## config.mk

```make
export PLATFORM = sky130hd
export DESIGN_NAME = rect_draw
export DESIGN_NICKNAME = d
export VERILOG_FILES = /design/src/rtl/draw_pkg.sv /design/src/rtl/rect_scan_counter.sv /design/src/rtl/rect_draw.sv
export SDC_FILE = /design/constraint.sdc
export NUM_CORES = 1
export LEC_CHECK = 0
export BUFFER_PORTS_ARGS = -buffer_cell sky130_fd_sc_hd__buf_2
export CORE_MARGIN = 4
export CORE_UTILIZATION = 55
export CTS_CLUSTER_DIAMETER = 200
export DETAILED_ROUTE_END_ITERATION = 7
export PLACE_DENSITY = 0.79
export SYNTH_ARGS = -nofsm -noshare
export SYNTH_HDL_FRONTEND = slang
export SYNTH_SLANG_ARGS = --single-unit
```

## constraint.sdc

```tcl
create_clock -name clk -period 6.85 [get_ports clk]
set_clock_uncertainty 0.15 [all_clocks]
set_input_delay 0.3425 -clock clk [delete_from_list [all_inputs] [get_ports clk]]
set_output_delay 0.3425 -clock clk [all_outputs]
set_load 0.02 [all_outputs]
```

## src/rtl/draw_pkg.sv

```systemverilog
// Shared drawing types and default widths for the rectangle pipeline.
// Combinational: constants and the FSM state type only, so no latency and no flow control.
package draw_pkg;

    localparam int COORD_W  = 10;
    localparam int COLOR_W  = 3;
    localparam int BG_COLOR = 0;

    typedef enum logic [1:0] {
        IDLE = 2'd0,
        DRAW = 2'd1,
        DONE = 2'd2
    } draw_state_t;

endpackage

```

## src/rtl/rect_scan_counter.sv

```systemverilog
// Column-major i/j scan over a w x h rectangle; j is the fast index, and load clears both counters.
// Each advance moves one position on the next cycle; the scan holds while advance is low and parks at last.
module rect_scan_counter #(
    parameter int SIZE_W = 10
) (
    input  logic              clk,
    input  logic              resetn,
    input  logic              load,
    input  logic              advance,
    input  logic [SIZE_W-1:0] w,
    input  logic [SIZE_W-1:0] h,
    output logic [SIZE_W-1:0] i,
    output logic [SIZE_W-1:0] j,
    output logic              last
);

    logic [SIZE_W-1:0] i_q, i_d;
    logic [SIZE_W-1:0] j_q, j_d;
    logic              col_end;

    assign col_end = (j_q == h - SIZE_W'(1));
    assign last    = col_end && (i_q == w - SIZE_W'(1));
    assign i       = i_q;
    assign j       = j_q;

    // Parking on the last pixel keeps x_out/y_out steady after the draw.
    always_comb begin
        i_d = i_q;
        j_d = j_q;
        if (load) begin
            i_d = '0;
            j_d = '0;
        end else if (advance && !last) begin
            if (col_end) begin
                i_d = i_q + SIZE_W'(1);
                j_d = '0;
            end else begin
                j_d = j_q + SIZE_W'(1);
            end
        end
    end

    always_ff @(posedge clk) begin
        if (!resetn) begin
            i_q <= '0;
            j_q <= '0;
        end else begin
            i_q <= i_d;
            j_q <= j_d;
        end
    end

endmodule

```

## src/rtl/rect_draw.sv

```systemverilog
// Rectangle filler: first pixel 1 cycle after start, done w*h+1 cycles after start; each pixel waits for wr_ready.
// With RECT_DRAW_CLIP_EN defined, off-screen pixels are skipped in one cycle with wr_en low.
module rect_draw #(
    parameter int COORD_W  = draw_pkg::COORD_W,
    parameter int SIZE_W   = 10,
    parameter int COLOR_W  = draw_pkg::COLOR_W,
    parameter int BG_COLOR = draw_pkg::BG_COLOR,
    parameter int SCREEN_W = 160,
    parameter int SCREEN_H = 120
) (
    input  logic               clk,
    input  logic               resetn,
    input  logic               start,
    input  logic [COORD_W-1:0] x_in,
    input  logic [COORD_W-1:0] y_in,
    input  logic [SIZE_W-1:0]  w_in,
    input  logic [SIZE_W-1:0]  h_in,
    input  logic [COLOR_W-1:0] color_in,
    input  logic               erase,
    input  logic               wr_ready,
    output logic               wr_en,
    output logic [COORD_W-1:0] x_out,
    output logic [COORD_W-1:0] y_out,
    output logic [COLOR_W-1:0] color_out,
    output logic               busy,
    output logic               done
);

    import draw_pkg::*;

    localparam int PW = COORD_W + 1;

`ifdef RECT_DRAW_CLIP_EN
    localparam bit CLIP_EN = 1'b1;
`else
    localparam bit CLIP_EN = 1'b0;
`endif

    draw_state_t        state_q, state_d;
    logic [COORD_W-1:0] x_q, x_d, y_q, y_d;
    logic [SIZE_W-1:0]  w_q, w_d, h_q, h_d;
    logic [COLOR_W-1:0] color_q, color_d;
    logic               busy_q, busy_d, done_q, done_d;
    logic [SIZE_W-1:0]  i, j;
    logic               last, load, advance, clipped;
    logic [PW-1:0]      px, py;

    rect_scan_counter #(.SIZE_W(SIZE_W)) u_scan (
        .clk     (clk),
        .resetn  (resetn),
        .load    (load),
        .advance (advance),
        .w       (w_q),
        .h       (h_q),
        .i       (i),
        .j       (j),
        .last    (last)
    );

    // Extra bit keeps the untruncated sum for the screen-edge test; outputs wrap.
    assign px        = PW'(x_q) + PW'(i);
    assign py        = PW'(y_q) + PW'(j);
    assign clipped   = CLIP_EN && ((px >= PW'(SCREEN_W)) || (py >= PW'(SCREEN_H)));
    assign wr_en     = (state_q == DRAW) && !clipped;
    assign advance   = (state_q == DRAW) && (wr_ready || clipped);
    assign x_out     = px[COORD_W-1:0];
    assign y_out     = py[COORD_W-1:0];
    assign color_out = color_q;
    assign busy      = busy_q;
    assign done      = done_q;

    // Empty rectangles leave the operand registers alone so the outputs hold.
    always_comb begin
        state_d = state_q;
        x_d     = x_q;
        y_d     = y_q;
        w_d     = w_q;
        h_d     = h_q;
        color_d = color_q;
        load    = 1'b0;
        case (state_q)
            IDLE: begin
                if (start) begin
                    if (w_in == '0 || h_in == '0) begin
                        state_d = DONE;
                    end else begin
                        state_d = DRAW;
                        load    = 1'b1;
                        x_d     = x_in;
                        y_d     = y_in;
                        w_d     = w_in;
                        h_d     = h_in;
                        color_d = erase ? COLOR_W'(BG_COLOR) : color_in;
                    end
                end
            end
            DRAW: begin
                if (advance && last) begin
                    state_d = DONE;
                end
            end
            DONE:    state_d = IDLE;
            default: state_d = IDLE;
        endcase
        busy_d = (state_d != IDLE);
        done_d = (state_d == DONE);
    end

    always_ff @(posedge clk) begin
        if (!resetn) begin
            state_q <= IDLE;
            x_q     <= '0;
            y_q     <= '0;
            w_q     <= '0;
            h_q     <= '0;
            color_q <= '0;
            busy_q  <= 1'b0;
            done_q  <= 1'b0;
        end else begin
            state_q <= state_d;
            x_q     <= x_d;
            y_q     <= y_d;
            w_q     <= w_d;
            h_q     <= h_d;
            color_q <= color_d;
            busy_q  <= busy_d;
            done_q  <= done_d;
        end
    end

endmodule

```

==> run metrics, run 1 <==
status complete, no violations; clk sinks 67; first-pass GRT wire length between 15000 and 20000 µm; crit-path max FO 9; CP peak stage delay 0.52 ns; starting density of the core about 57%; hold buffer count at cts 0; max-cap violation count 0; Design Power 0.907 mW; asr flop ratio synth 0%; Die H ~95 µm; CP Launch Type flop; commonest cells after routing, fill and taps aside 96 x nand2_1, 73 x buf_2, 67 x dfxtp_1; WS Path Type reg2out; post-CTS setup buffers 0; setup TNS 0 ns; Post-DRT Antenna Nets 0; final design utilization approximately two thirds; setup violators final 0; Synth top area share approximately a third; top post-synthesis cells by area dfxtp_1 32%, nand2_1 8.6%, a21boi_0 7.9%; Arrival @ worst endpoint 2.78 ns; Period minus WS final 3.28 ns; syn nets about 600; Avg Inst Size Synth approximately 8.0 µm²; DP Area approximately 0.0046 mm²; wirelength, routed between 10000 and 15000 µm; Root Buffer clkbuf_8; Leak Pwr 2.02 nW; critical path endpoint category output port; Vias per Instance roughly 5.8; Final period util roughly 48%; number of synthesized register bits between 60 and 70; Detailed Place HPWL around 7500 µm; post-route DRC violation count 0; met2 Use GR between 40% and 50%; Worst EP required approximately 6.4 ns; Die ar. a little over 0.009 mm²; Core Area around 0.0073 mm²; total CTS buffers 9; # H-tree levels 3; dpl ws between 3 and 4 ns; sequential fraction of the synthesis area about a third; Yosys top cell by area dfxtp_1; f_max between 0.3 and 0.4 GHz; number of flops mapped to enable cells by yosys 0; I/O pin count 74; met3 Resource Use GR between 6 and 7%; layout cells sized above 1 between 15 and 20%; initial antenna violation count 0; CP max-delay cell dfxtp_1; gr ovfl total 0; Hold Path Class in2reg; clk slew on worst S/H paths 0.07 ns; most used routing layer met2; area grow syn2layout 14.6%; Overall Global Routing Usage 23.7%; sequence of cells on the critical path ha_1 > inv_1 > fa_1 > inv_1 > a21oi_1 > o21bai_1 > a21o_1 > a21oi_1 > o21ai_0 > xor2_1 > buf_2; Final GP Congestion 0.838; diodes inserted 0; Initial DRC Count between 150 and 200; WL/cell 14.8 µm; most common cell after layout, fill and taps aside nand2_1; Power Density between 150 and 200 mW/mm²; CTS tree built; headroom to the max-slew limit between 40% and 50%; slew of the pin with the lowest slew margin between 0.8 and 0.9 ns; vias in the first global route ~3800; Cells after Synth roughly 520; # rows 31; total iterations of the first detailed-routing run 4; largest net degree at the start of global routing 48; Slew Limit Fails 0; DR vias just under 4000; Post-Syn Area roughly 0.0042 mm²; # fillers 683; Die X approximately 95 µm; cts repair resizes 0; Skew-Pair Late Insertion Delay approximately 0.35 ns; peak supply drop 0.000127 V; Final WS setup approximately 3.6 ns; Clock Tree Buf Depth 2; final instance area around 0.0048 mm²; ys flop type dfxtp_1; nets 654; PortBufs 73; Yosys cell types 54; RSZ-0062 raised after global routing false; GR Layer Usage met1 a little over a quarter; Fin. Hold Viols 0; Ys Warns 0
-- cell families (layout without fill, tap and decap cells) --
family          after synthesis  after routing  share of synthesized area (%)
buf+inv                      42            110                           3.93
flops                        67             67                           32.1
fa+ha+maj                    24             24                           7.55
compound gates              133            133                           21.6
mux                           2              2                          0.479
xor+xnor                     39             39                           8.51
simple gates                212            212                           25.8
-- Yosys cell counts (all sizes together), types with 9 or more instances --
library cell / instances
nand2: 96
dfxtp: 67
a21boi: 44
a21oi: 32
xnor2: 27
ha: 22
clkbuf: 20
o21ai: 20
inv: 18
nor2: 16
nand3: 11
nand4: 11
xor2: 11
nor3: 10
and3: 9
or3: 9
or4: 9
-- metrics by stage --
| stage | hold slack, ns | cells |
|---|---|---|
| 3_3_place_gp | 0.301 | 670 |
| 3_5_place_dp | 0.308 | 670 |
| 2_1_floorplan | 0.293 | 519 |
| 4_1_cts | 0.0492 | 686 |
| 6_report | 0.0578 | 686 |
| 5_1_grt | 0.0537 | 686 |
-- final timing paths --
| kind | start | endpoint | slack [ns] | cells past startpoint |
|---|---|---|---|---|
| worst max register to register | w_q[0] | u_scan.j[6] | 3.78 | 9 |
| worst min register to register | color_out[2] | color_out[2] | 0.32 | 2 |
| worst max-delay path | u_scan.i[0] | x_out[8] | 3.57 | 11 |
| worst min-delay path | wr_ready | state_q[0] | 0.06 | 2 |
-- worst max-delay path, delay by kind of cell (launching register included) --
family                   cells  cell delay, ns
XOR/XNOR                     1            0.20
buffers and inverters        3            0.33
flip-flops                   1            0.52
adder cells (fa/ha/maj)      2            0.65
AO/OA/AOI/OAI                5            0.75
-- cell type report --
type | count | area (µm²) | share of cell area [%]
Clock buffer | 11 | 141 | 2.96
Timing Repair Buffer | 76 | 388 | 8.11
Multi-Input combinational cell | 410 | 2670 | 55.8
Tap cell | 99 | 124 | 2.59
Sequential cell | 67 | 1340 | 28.0
Clock inverter | 5 | 52.6 | 1.10
Inverter | 18 | 67.6 | 1.41
-- where the power goes --
group | switching [mW] | leakage (nW) | total, mW | internal (mW)
sequential | 0.0151 | 0.547 | 0.421 | 0.406
combinational | 0.0915 | 1.38 | 0.156 | 0.0642
clock | 0.154 | 0.0991 | 0.330 | 0.176
total | 0.261 | 2.02 | 0.907 | 0.646
-- state kept, by name, indices dropped and copies added (netlist names) --
register,flops
color_out,3
busy,1
x_q,10
y_q,10
state_q,2
done,1
u_scan.i,10
h_q,10
w_q,10
u_scan.j,10
-- metal layers --
layer / routed length, µm / vias up / share of wire, %
met2: 5250 / 93 / 52
met3: 494 / 27 / 4.9
met5: 0 / - / 0
met1: 4120 / 1865 / 41
met4: 300 / 0 / 2.9
li1: - / 1982 / -
Power figures use the tool's default switching activity.
==> inputs of run 2 (changes only) <==
==> constraint.sdc (replaced) <==
create_clock -name clk -period 3.4 [get_ports clk]
set_clock_uncertainty 0.15 [all_clocks]
set_input_delay 0.17 -clock clk [delete_from_list [all_inputs] [get_ports clk]]
set_output_delay 0.17 -clock clk [all_outputs]
set_load 0.02 [all_outputs]
==> run metrics, run 2 (same netlist as run 1, synthesis figures left out) <==
Initial DRC Count 220 (+25%); cts repair resizes 0 (unchanged); largest net degree at the start of global routing 38 (-21%); I/O pin count 74 (unchanged); RSZ-0062 raised after global routing false; # H-tree levels 3 (unchanged); PortBufs 73 (unchanged); Final GP Congestion 0.907 (+8.3%); critical path endpoint category output port; Die ar. 0.00905 mm² (unchanged); # rows 31 (unchanged); Fin. Hold Viols 0 (unchanged); max-cap violation count 0 (unchanged); slew of the pin with the lowest slew margin 0.639 ns (-0.177 ns); gr ovfl total 0 (unchanged); layout cells sized above 1 15.7% (-0.68 points); diodes inserted 0 (unchanged); CP bufs+invs 3 (unchanged); Core Area 0.00733 mm² (unchanged); setup TNS 0 ns (unchanged); DR vias 4175 (+5.2%); Die X 95.1 µm (unchanged); CP max-delay cell dfxtp_1; crit-path max FO 9 (unchanged); DP Cell Count 675 (+0.75%); critical path's top delay family compound AO/OA/AOI/OAI gates; peak supply drop 0.000191 V (+50%); multi-input logic area 0.00267 mm² (unchanged); setup violators final 0 (unchanged); Power Density 359 mW/mm² (+89%); wirelength, routed 11500 µm (+13%); CP peak stage delay 0.52 ns (about the same); FF+latch area 0.00134 mm² (unchanged); Detailed Place HPWL 7510 µm (-0.21%); R2R Path Start h_q[5]; hold buffer count at cts 48 (+48); initial antenna violation count 0 (unchanged); area grow syn2layout 27.2%; Setup crit start u_scan.i[0]; post-CTS setup buffers 0 (unchanged); CTS tree built; clk slew on worst S/H paths 0.07 ns (about the same); Slew Limit Fails 0 (unchanged); # fillers 554 (-19%); WHS 0.0423 ns (-0.0155 ns); Die H 95.1 µm (unchanged); Final period util roughly nine tenths; most common cell after layout, fill and taps aside nand2_1; Worst EP required 3.08 ns (-3.28 ns); Vias per Instance 5.66 (-2.0%); final cell count without fillers 737 (+7.4%); clk sinks 67 (unchanged); nets 707 (+8.1%); total CTS buffers 9 (unchanged); Design Power 1.90 mW (+110%); Worst Min Path Start resetn; WL/cell 15.6 µm (+5.5%); Skew-Pair Late Insertion Delay 0.35 ns (about the same); Hold Path Class in2reg; Arrival @ worst endpoint 2.73 ns (-0.05 ns); f_max roughly 0.33 GHz; Period minus WS final between 3 and 4 ns; commonest cells after routing, fill and taps aside 96 x nand2_1, 73 x buf_2, 67 x dfxtp_1; post-route DRC violation count 0 (unchanged); Clock Tree Buf Depth 2 (unchanged); sequence of cells on the critical path ha_1 > inv_1 > fa_1 > inv_1 > a21oi_1 > o21bai_1 > a21o_1 > a21oi_1 > o21ai_0 > xor2_1 > buf_2; vias in the first global route 4096 (+8.2%); Root Buffer clkbuf_8; status complete, no violations; Overall Global Routing Usage 26.5% (+2.8 points); total iterations of the first detailed-routing run 4 (unchanged); Post-DRT Antenna Nets 0 (unchanged); final design utilization 72.4% (+7.2 points); headroom to the max-slew limit 57.1% (+12 points); WS Path Type reg2out; Leak Pwr 2.25 nW (+11%); CP Launch Type flop; first-pass GRT wire length 19000 µm (+11%); starting density of the core 57.0% (unchanged)
-- run 2: worst paths after layout --
| check | slack (ns) | cells past startpoint | endpoint |
|---|---|---|---|
| worst max-delay path | 0.35 | 11 | x_out[8] |
| worst min-delay path | 0.04 | 2 | y_q[9] |
| worst max register to register | 0.36 | 7 | u_scan.j[5] |
| worst min register to register | 0.32 | 2 | x_q[0] |
-- run 2: layer usage --
layer,vias to the layer above,track usage [%],routed length [µm]
li1,2079,-,-
met1,1958,29.5,4620
met2,105,48.6,6130
met3,33,3.95,388
met4,0,13.5,388
met5,-,0,0
-- run 2: power breakdown --
part / switching, mW / leakage (nW) / internal (mW)
registers: 0.0301 / 0.547 / 0.818
clock network: 0.301 / 0.104 / 0.390
logic: 0.199 / 1.60 / 0.167
total: 0.530 / 2.25 / 1.37
-- run 2: stage by stage --
step	setup slack (ns)	area, µm²
after CTS	0.367	5310
after floorplan	0.680	4180
final	0.349	5310
after global placement	0.516	4630
after global routing	0.164	5310
after detailed placement	0.397	4630
-- run 2: cell type report --
type | instances | area share, %
Multi-Input combinational cell | 410 | 50.3
Sequential cell | 67 | 25.3
Timing Repair Buffer | 129 | 17.1
Clock buffer | 12 | 3.11
Tap cell | 99 | 2.33
Inverter | 18 | 1.27
Clock inverter | 2 | 0.660
-- run 2: worst register-to-register path: cells and delay by family, from the launching register on --
family,cells,cell delay (ns)
compound gates,4,1.21
simple gates,3,1.18
flops,1,0.35
